===== src/rtl/rc4_decrypt.sv =====
// RC4 keystream pass: walks the shuffled S memory, swaps entries in place and
// writes ROM[k] ^ keystream into the decrypted-message RAM, one byte per 12 cycles.
module rc4_decrypt #(
    parameter int MSG_LEN = 32,
    parameter int MSG_AW  = 5
) (
    input  logic              clk,
    input  logic              reset,
    input  logic              start,
    input  logic [7:0]        s_q,
    output logic [7:0]        s_address,
    output logic [7:0]        s_data,
    output logic              s_wren,
    input  logic [7:0]        rom_q,
    output logic [MSG_AW-1:0] rom_address,
    output logic [MSG_AW-1:0] ram_address,
    output logic [7:0]        ram_data,
    output logic              ram_wren,
    output logic              finish
);

    localparam logic [MSG_AW-1:0] K_LAST = MSG_AW'(MSG_LEN - 1);

    typedef enum logic [3:0] {
        IDLE,
        INC_I,
        WAIT_SI,
        READ_SI,
        WAIT_SJ,
        READ_SJ,
        WRITE_SI,
        WRITE_SJ,
        ADDR_F,
        WAIT_F,
        READ_F,
        WRITE_RAM,
        NEXT,
        DONE
    } state_t;

    state_t state, state_next;

    logic [7:0]        i, j, si, sj, f, enc;
    logic [MSG_AW-1:0] k;

    always_ff @(posedge clk or posedge reset) begin
        if (reset) begin
            state <= IDLE;
        end else begin
            state <= state_next;
        end
    end

    // Datapath registers; j and the f address wrap naturally in 8 bits.
    always_ff @(posedge clk or posedge reset) begin
        if (reset) begin
            i   <= 8'd0;
            j   <= 8'd0;
            k   <= '0;
            si  <= 8'd0;
            sj  <= 8'd0;
            f   <= 8'd0;
            enc <= 8'd0;
        end else begin
            case (state)
                IDLE: begin
                    if (start) begin
                        i <= 8'd1;
                        j <= 8'd0;
                        k <= '0;
                    end
                end
                READ_SI: begin
                    si <= s_q;
                    j  <= j + s_q;
                end
                READ_SJ: begin
                    sj <= s_q;
                end
                READ_F: begin
                    f   <= s_q;
                    enc <= rom_q;
                end
                NEXT: begin
                    if (k != K_LAST) begin
                        k <= k + MSG_AW'(1);
                        i <= i + 8'd1;
                    end
                end
                default: ;
            endcase
        end
    end

    always_comb begin
        state_next  = state;
        s_address   = 8'd0;
        s_data      = 8'd0;
        s_wren      = 1'b0;
        ram_wren    = 1'b0;
        finish      = 1'b0;
        rom_address = k;
        ram_address = k;
        ram_data    = f ^ enc;

        case (state)
            IDLE: begin
                if (start) state_next = INC_I;
            end
            INC_I: begin
                s_address  = i;
                state_next = WAIT_SI;
            end
            WAIT_SI: begin
                s_address  = i;
                state_next = READ_SI;
            end
            READ_SI: begin
                s_address  = i;
                state_next = WAIT_SJ;
            end
            WAIT_SJ: begin
                s_address  = j;
                state_next = READ_SJ;
            end
            READ_SJ: begin
                s_address  = j;
                state_next = WRITE_SI;
            end
            // When i == j both writes store the same value, leaving S unchanged.
            WRITE_SI: begin
                s_address  = i;
                s_data     = sj;
                s_wren     = 1'b1;
                state_next = WRITE_SJ;
            end
            WRITE_SJ: begin
                s_address  = j;
                s_data     = si;
                s_wren     = 1'b1;
                state_next = ADDR_F;
            end
            ADDR_F: begin
                s_address  = si + sj;
                state_next = WAIT_F;
            end
            WAIT_F: begin
                s_address  = si + sj;
                state_next = READ_F;
            end
            READ_F: begin
                s_address  = si + sj;
                state_next = WRITE_RAM;
            end
            WRITE_RAM: begin
                ram_wren   = 1'b1;
                state_next = NEXT;
            end
            NEXT: begin
                state_next = (k == K_LAST) ? DONE : INC_I;
            end
            DONE: begin
                finish = 1'b1;
                if (!start) state_next = IDLE;
            end
            default: state_next = IDLE;
        endcase
    end

endmodule

===== config.mk =====
export PLATFORM = sky130hd
export DESIGN_NAME = rc4_decrypt
export DESIGN_NICKNAME = d
export VERILOG_FILES = /design/src/rtl/rc4_decrypt.sv
export SDC_FILE = /design/constraint.sdc
export NUM_CORES = 1
export LEC_CHECK = 0
export CAP_MARGIN = 20
export CORE_ASPECT_RATIO = 0.8
export CORE_MARGIN = 2
export CORE_UTILIZATION = 35
export CTS_CLUSTER_SIZE = 8
export DETAILED_ROUTE_END_ITERATION = 6
export HOLD_SLACK_MARGIN = 0.06
export PLACE_DENSITY = 0.61
export SLEW_MARGIN = 20
export SYNTH_ARGS = -nofsm -noshare
export SYNTH_HDL_FRONTEND = slang
export SYNTH_SLANG_ARGS = --single-unit
export TNS_END_PERCENT = 50

===== constraint.sdc =====
create_clock -name clk -period 4.07 [get_ports clk]
set_input_delay 0.814 -clock clk [delete_from_list [all_inputs] [get_ports clk]]
set_output_delay 0.814 -clock clk [all_outputs]
set_load 0.1 [all_outputs]

# After elaboration in Yosys (flattened, before gate mapping)
# Cells that the tools add are included.
[classes] n_addsub=4 n_eq_ne=18 mux=17 bitwise=1 reduce_logical=10
[ops] cell="4-bit case mux with 14 select lines" count=1
[ops] cell="8-bit case mux with 2 select lines" count=3
[ops] cell="4-bit == test (second input constant)" count=6
[ops] cell="8-bit 2-to-1 mux" count=3
[ops] cell="8-bit case mux with 3 select lines" count=1
[ops] cell="8-bit adder" count=2
[ops] cell="4-bit by 3-bit == test with 1-bit output (second input constant)" count=4
[ops] cell="4-bit 2-to-1 mux" count=3
[ops] cell="5-bit 2-to-1 mux" count=2
[ops] cell="5-bit case mux with 2 select lines" count=1
[ops] cell="8-bit by 1-bit adder with 8-bit output (second input constant)" count=1
[ops] cell="4-bit by 2-bit == test with 1-bit output (second input constant)" count=2
[ops] cell="8-bit XOR" count=1
[ops] cell="2-bit inequality test (second input constant)" count=3
[ops] cell="3-bit OR reduction" count=2
[ops] cell="5-bit by 1-bit adder with 5-bit output (second input constant)" count=1
[ops] cell="5-bit == test (second input constant)" count=1
[ops] cell="5-bit inequality test (second input constant)" count=1
[ops] cell="4-bit by 1-bit == test with 1-bit output (second input constant)" count=1
[ops] cell="4-bit zero test" count=1
[ops] cell="2-bit AND reduction" count=2
[ops] cell="2-bit nonzero test" count=2
[ops] cell="4-bit OR reduction" count=1
[ops] cell="1-bit 2-to-1 mux" count=3
[ops] cell="other kinds (2)" count=2
[totals] register_bits=57 inputBits=19 output_inout_bits=37 elab_cells=58

# Logic depth before layout (Yosys ltp)
# Gate-level depths: netlist of the first run.
[logic_depth] depth_word=3 ltp_mapped=8 ltp_nobuf=8

# Worst setup path before layout of the first run
# Ideal clock, no wire load.
[synth_timing] kind="register to output" from="register si[1]" to="output port s_address[7]" arrival_time_ns=3.586 required_time_ns=3.256 path_slack_ns=-0.330 stages_incl_launch_ff=7 path_buffers=0 path_cell_list="dfrtp_1 -> ha_1 -> a211oi_1 -> o21ai_0 -> a221o_1 -> xnor2_1 -> o21ai_0"
[synth_between] elab_chain_len=2
[synth_rtl] element="start: declaration" line="43" rtl="logic [7:0] i, j, si, sj, f, enc;"
[synth_rtl] element="start signal: assignment" line="74" rtl="si <= s_q;"
[synth_rtl] element="8-bit adder" line="144, 148, 152"
[synth_rtl] element="8-bit case mux with 3 select lines" line="106" rtl="case (state)"
[synth_rtl] element="end: declaration" line="11" rtl="output logic [7:0] s_address,"
# No other way between the ends.

# Worst setup path after layout of the first run
[layout_timing] from="register sj[0]" to="output port s_address[4]"
[layout_between] elab_chain_len=2
[layout_rtl] element="start: declaration" line="43"
[layout_rtl] element="start signal: assignment" line="78" rtl="sj <= s_q;"
[layout_rtl] element="8-bit adder" line="144, 148, 152"
[layout_rtl] element="8-bit case mux with 3 select lines" line="106"
# No other way between the ends.

==> results.json, run 1 <==
{
  "crit_path_end_kind": "output pin",
  "port_buffers": 55,
  "drive_above_1_share_pct": 22.1,
  "routabilityCongestion": 0.863,
  "mappedNetlistArea_sq_um": 3450,
  "synth.most_common_cell": "dfrtp_1",
  "timing.final.crit_share_pct": 85.5,
  "synth_cell_types": 54,
  "cts_max_level": 3,
  "ctsResizeCount": 0,
  "synth-seq-cells": 57,
  "clk_latency_ns": 0.33,
  "synthMuxAreaShare_pct": 13.9,
  "crit_fanout": 3,
  "dp.cells": 479,
  "cp-start-kind": "flop",
  "yosysTopAreaCellShare_pct": 41.3,
  "ant_nets": 0,
  "clk_pin_slew_ns": 0.05,
  "syn_to_final_growth_pct": 24.3,
  "synthAdderAreaFrac_pct": 7.32,
  "viasPerCell": 5.36,
  "cts_buffers": 9,
  "ctsHoldBuffers": 0,
  "ios": 56,
  "antenna_found_initial": 0,
  "fin_cells": 495,
  "skew_ns": 0.00570,
  "dieHeight_um": 92.9,
  "crit_required_ns": 3.26,
  "synth_edf_count": 0,
  "p_leak_nw": 1.96,
  "synth_top_family_by_area": "multiplexers",
  "arrival_ns": 2.67,
  "yosysSeqAreaShare_pct": 41.3,
  "grt_pass1_wl_um": 13400,
  "rows": 32,
  "setup_violations": 0,
  "grt_pass1_vias": 2573,
  "timing.final.hold_violations": 0,
  "coreArea_sq_um": 9610,
  "vdd_drop_max_uv": 237,
  "holdCritPathClass": "flop to flop",
  "status": "finished clean",
  "cts_tree": "built",
  "hpwl_um": 6010,
  "max_freq_mhz": 287,
  "period_minus_slack_ns": 3.48,
  "n_antenna_cell": 0,
  "synthXorXnorAreaFrac_pct": 5.83,
  "drtIter0Drc": 118,
  "drc_errors": 0,
  "synthTopCellsByCount": "57 x dfrtp_1, 33 x mux2_2, 25 x nor2_1, 20 x xor2_1, 18 x o21ai_0",
  "synth_compound_area_share_pct": 13.4,
  "ys.flop_type": "dfrtp_1",
  "yosys-top-cells-area": "dfrtp_1 41%, mux2_2 11%, ha_1 6.2%",
  "ys_async_sr_fraction_pct": 100,
  "grt_max_degree": 36,
  "dieArea_sq_um": 10700,
  "cts_num_sinks": 57,
  "drt-pass1-iter-count": 4,
  "grt_util_all_layers_pct": 16.6,
  "clockBufferDepth": 2,
  "synthSimpleGateAreaFrac_pct": 13.5,
  "synth_cells": 321,
  "drv_slew": 0,
  "vias": 2655,
  "drv_cap": 0,
  "grt_overflow": 0,
  "drt_wl_total_um": 8190,
  "fin_nets": 409,
  "fp.dieW_um": 115,
  "power_density_nw_per_um2": 525,
  "wl_per_cell_um": 16.6,
  "synth_top_area_cell": "dfrtp_1",
  "yosys_warnings": 0,
  "fin_util_pct": 44.7,
  "start_util_pct": 36.0,
  "slew_headroom_pct": 34.8,
  "cts_setup_buffers": 0,
  "syn_area_per_cell_sq_um": 10.8,
  "tightest_slew_ns": 0.974,
  "clock-root-buffer": "clkbuf_16",
  "critPathKind": "flop to output pin",
  "rsz0062_at_grt": "no",
  "syn-num-nets": 359
}
metal layers:
layer / wire [um] / GRT usage (%)
met4: 175 / 6.43
met1: 4010 / 22.9
met2: 3610 / 24.1
met3: 393 / 5.43
met5: 0 / 0
cells in the final DEF, fill, tap and decap left out, types with 7 or more instances in the layout:
cell type        Yosys  layout
o21ai_0             18      17
a21oi_1             10      10
dfrtp_1             57      57
nor2_1              25      25
ha_1                17      17
buf_4                8      21
mux2_2              33      33
nand2_1             10      10
nand2b_1             7       7
inv_1               10       9
xor2_1              20      20
nand3_1              8       8
mux2i_1             11      11
clkdlybuf4s50_1      0      36
clkbuf_16            0       9
power by group:
group	total, mW	internal, mW	switching, mW
Clock	0.727	0.475	0.252
Combinational	0.848	0.265	0.582
Sequential	0.680	0.622	0.0576
layout make-up:
type	instances	area, sq um
flip-flops and latches	57	1430
clock inverters	2	10.0
inverters	11	41.3
clock buffers	14	284
well taps	119	149
fillers	922	5310
repair buffers	57	518
multi-input cells	235	1870
registers in the layout (all words and copies together), names as in the netlist:
signal and cells:
sj 8, enc 8, si 8, ram_address 5, i 8, f 8
state 4, j 8
cell families after synthesis:
kind of cell,after synthesis
mux,44
simple gates,82
compound gates,67
flops,57
buf+inv,29
fa+ha+maj,19
xor+xnor,23
worst max-delay path, stage by stage, from the launching register on:
cell and delay (ns):
dfrtp_1 0.37, ha_1 0.20, inv_1 0.06, fa_1 0.37, nor2b_1 0.16, o21ai_0 0.11, a21boi_0 0.41, nor3_1 0.10
a221o_1 0.31, buf_4 0.24
worst paths after layout:
path | depth (start not counted) | slack, ns | end | start
worst max-delay path | 9 | 0.59 | s_address[4] | sj[0]
worst min-delay path | 1 | 0.53 | f[2] | f[2]
worst max register to register | 6 | 1.71 | ram_address[0] | ram_address[0]
worst min register to register | 1 | 0.53 | f[2] | f[2]
max in group asynchronous | 3 | 2.38 | sj[2] | reset
min in group asynchronous | 2 | 0.84 | enc[7] | reset
per-stage QoR:
step | hold slack [ns] | cell area [sq um] | power (mW) | setup slack, ns | TNS (ns)
3_3_place_gp | 0.511 | 4000 | 1.53 | 1.07 | 0
4_1_cts | 0.528 | 4300 | 2.27 | 0.630 | 0
3_5_place_dp | 0.516 | 4000 | 1.54 | 0.982 | 0
5_1_grt | 0.542 | 4300 | 2.37 | 0.471 | 0
2_1_floorplan | 0.495 | 3450 | 1.34 | -0.125 | -0.125
6_report | 0.525 | 4300 | 2.26 | 0.588 | 0
No activity file was read; power rests on OpenSTA's default activity.
==> run 2, diff against run 1 <==
- PLACE_DENSITY: 0.61 -> 0.57
==> run 2 against run 1 <==
Effect of this change:
- via count decreased by 2.2%
- critical endpoint unchanged
- critical path type unchanged
- setup slack improved by 0.13 ns
- core utilization is 0.52 points higher
==> results.json, run 2 (synthesized netlist as in run 1, its figures left out) <==
{
  "crit_fanout": 3,
  "fillers": 950,
  "setup_tns_ns": 0,
  "grt_pass1_wl_um": 13100,
  "ant_nets": 0,
  "dpl-instance-area_sq_um": 4000,
  "cts_num_sinks": 57,
  "crit_slowest_cell": "dfrtp_1",
  "critPathKind": "flop to output pin",
  "grt_max_degree": 32,
  "rsz0062_at_grt": "no",
  "fin_area_sq_um": 4350,
  "worst-path-buf-inv": 2,
  "max_freq_mhz": 299,
  "drv_cap": 0,
  "rows": 32,
  "dieHeight_um": 92.9,
  "grt_pass1_vias": 2461,
  "crit_required_ns": 3.26,
  "fin_nets": 409,
  "coreArea_sq_um": 9610,
  "tightest_slew_ns": 0.981,
  "post-place-ws_ns": 1.06,
  "antenna_found_initial": 0,
  "hold_end": "enc[6]",
  "final_common_cell": "dfrtp_1",
  "timing.final.hold_violations": 0,
  "clockBufferDepth": 2,
  "grt_util_all_layers_pct": 16.4,
  "hold_start": "enc[6]",
  "start_util_pct": 36.0,
  "dieArea_sq_um": 10700,
  "power_density_nw_per_um2": 553,
  "rrSetupSlack_ns": 1.73,
  "timing.final.crit_share_pct": 82.2,
  "path_cells": "ha_1 -> inv_1 -> fa_1 -> nor2b_1 -> o21ai_0 -> a21boi_0 -> nor3_1 -> a221o_1 -> buf_4",
  "cts_tree": "built",
  "arrival_ns": 2.53,
  "port_buffers": 55,
  "n_antenna_cell": 0,
  "drtIter0Drc": 126,
  "holdPathStages": 1,
  "hpwl_um": 6010,
  "clk_latency_ns": 0.33,
  "crit_cells": 9,
  "cts_buffers": 9,
  "holdCritPathClass": "flop to flop",
  "viasPerCell": 5.25,
  "p_leak_nw": 1.98,
  "drv_slew": 0,
  "wl_per_cell_um": 16.7,
  "status": "finished clean",
  "rr_endpoint": "ram_address[0]",
  "fin_ws_ns": 0.723,
  "r2r_start": "ram_address[0]",
  "cp-start-kind": "flop",
  "slowest_delay_ns": 0.37,
  "ctsResizeCount": 0,
  "cts_max_level": 3,
  "ctsHoldBuffers": 0,
  "crit_path_end_kind": "output pin",
  "grt_overflow": 0,
  "cts_setup_buffers": 0,
  "fp.dieW_um": 115,
  "final_cell_mix": "57 x dfrtp_1, 36 x clkdlybuf4s50_1, 33 x mux2_2",
  "reg2reg_depth": 6,
  "clk_pin_slew_ns": 0.05,
  "syn_to_final_growth_pct": 25.8,
  "clock-root-buffer": "clkbuf_16",
  "drt-pass1-iter-count": 4,
  "drive_above_1_share_pct": 22.3,
  "drt_wl_total_um": 8260,
  "slew_headroom_pct": 34.4,
  "setup_violations": 0,
  "drc_errors": 0,
  "power_mw": 2.40,
  "period_minus_slack_ns": 3.35,
  "skew_ns": 0.00432,
  "path_delay_family": "compound AO/OA/AOI/OAI gates",
  "vias": 2597,
  "vdd_drop_max_uv": 258,
  "ios": 56,
  "routabilityCongestion": 0.815
}
[run 2: cell types whose count changed in the layout (fill, tap and decap cells not counted), sizes merged]
cell | before | now
bufinv | 0 | 3
clkbuf | 14 | 10
clkinv | 2 | 3
[run 2: cell type report]
cell class | count | area [sq um] | area share [%]
clock buffer | 10 | 239 | 5.50
tap | 119 | 149 | 3.43
sequential | 57 | 1430 | 32.8
multi-input combinational | 235 | 1870 | 43.0
clock inverter | 6 | 105 | 2.42
timing repair buffer | 57 | 518 | 11.9
inverter | 11 | 41.3 | 0.950
[run 2: metal layers]
layer  GRT usage (%)  vias to the layer above  share of wire, %
met1            23.6                     1286                51
li1                -                     1262                 -
met3            4.71                        4               4.3
met5               0                        -                 0
met4            5.42                        0              0.79
met2            23.4                       45                44
[run 2: how the worst max path moves through the flow]
stage                     startpoint           end  slack, ns
after global routing           sj[0]  s_address[4]       0.53
after floorplan                si[1]  s_address[5]      -0.13
after CTS                      sj[0]  s_address[4]       0.70
final                          sj[0]  s_address[4]       0.72
after detailed placement       sj[0]  s_address[4]       1.06
after global placement         si[0]  s_address[4]       1.10
[run 2: metrics by stage]
step                hold WS, ns  std cells  utilization, %
floorplan                 0.495        321               -
global placement          0.510        479            41.6
detailed placement        0.516        479            41.6
CTS                       0.528        495            45.2
global route              0.537        495            45.2
finish                    0.522        495            45.2
[run 2: where the power goes]
group	internal (mW)	switching (mW)	total, mW
registers	0.622	0.0649	0.687
clock network	0.611	0.266	0.877
logic	0.266	0.575	0.841
total	1.50	0.906	2.40
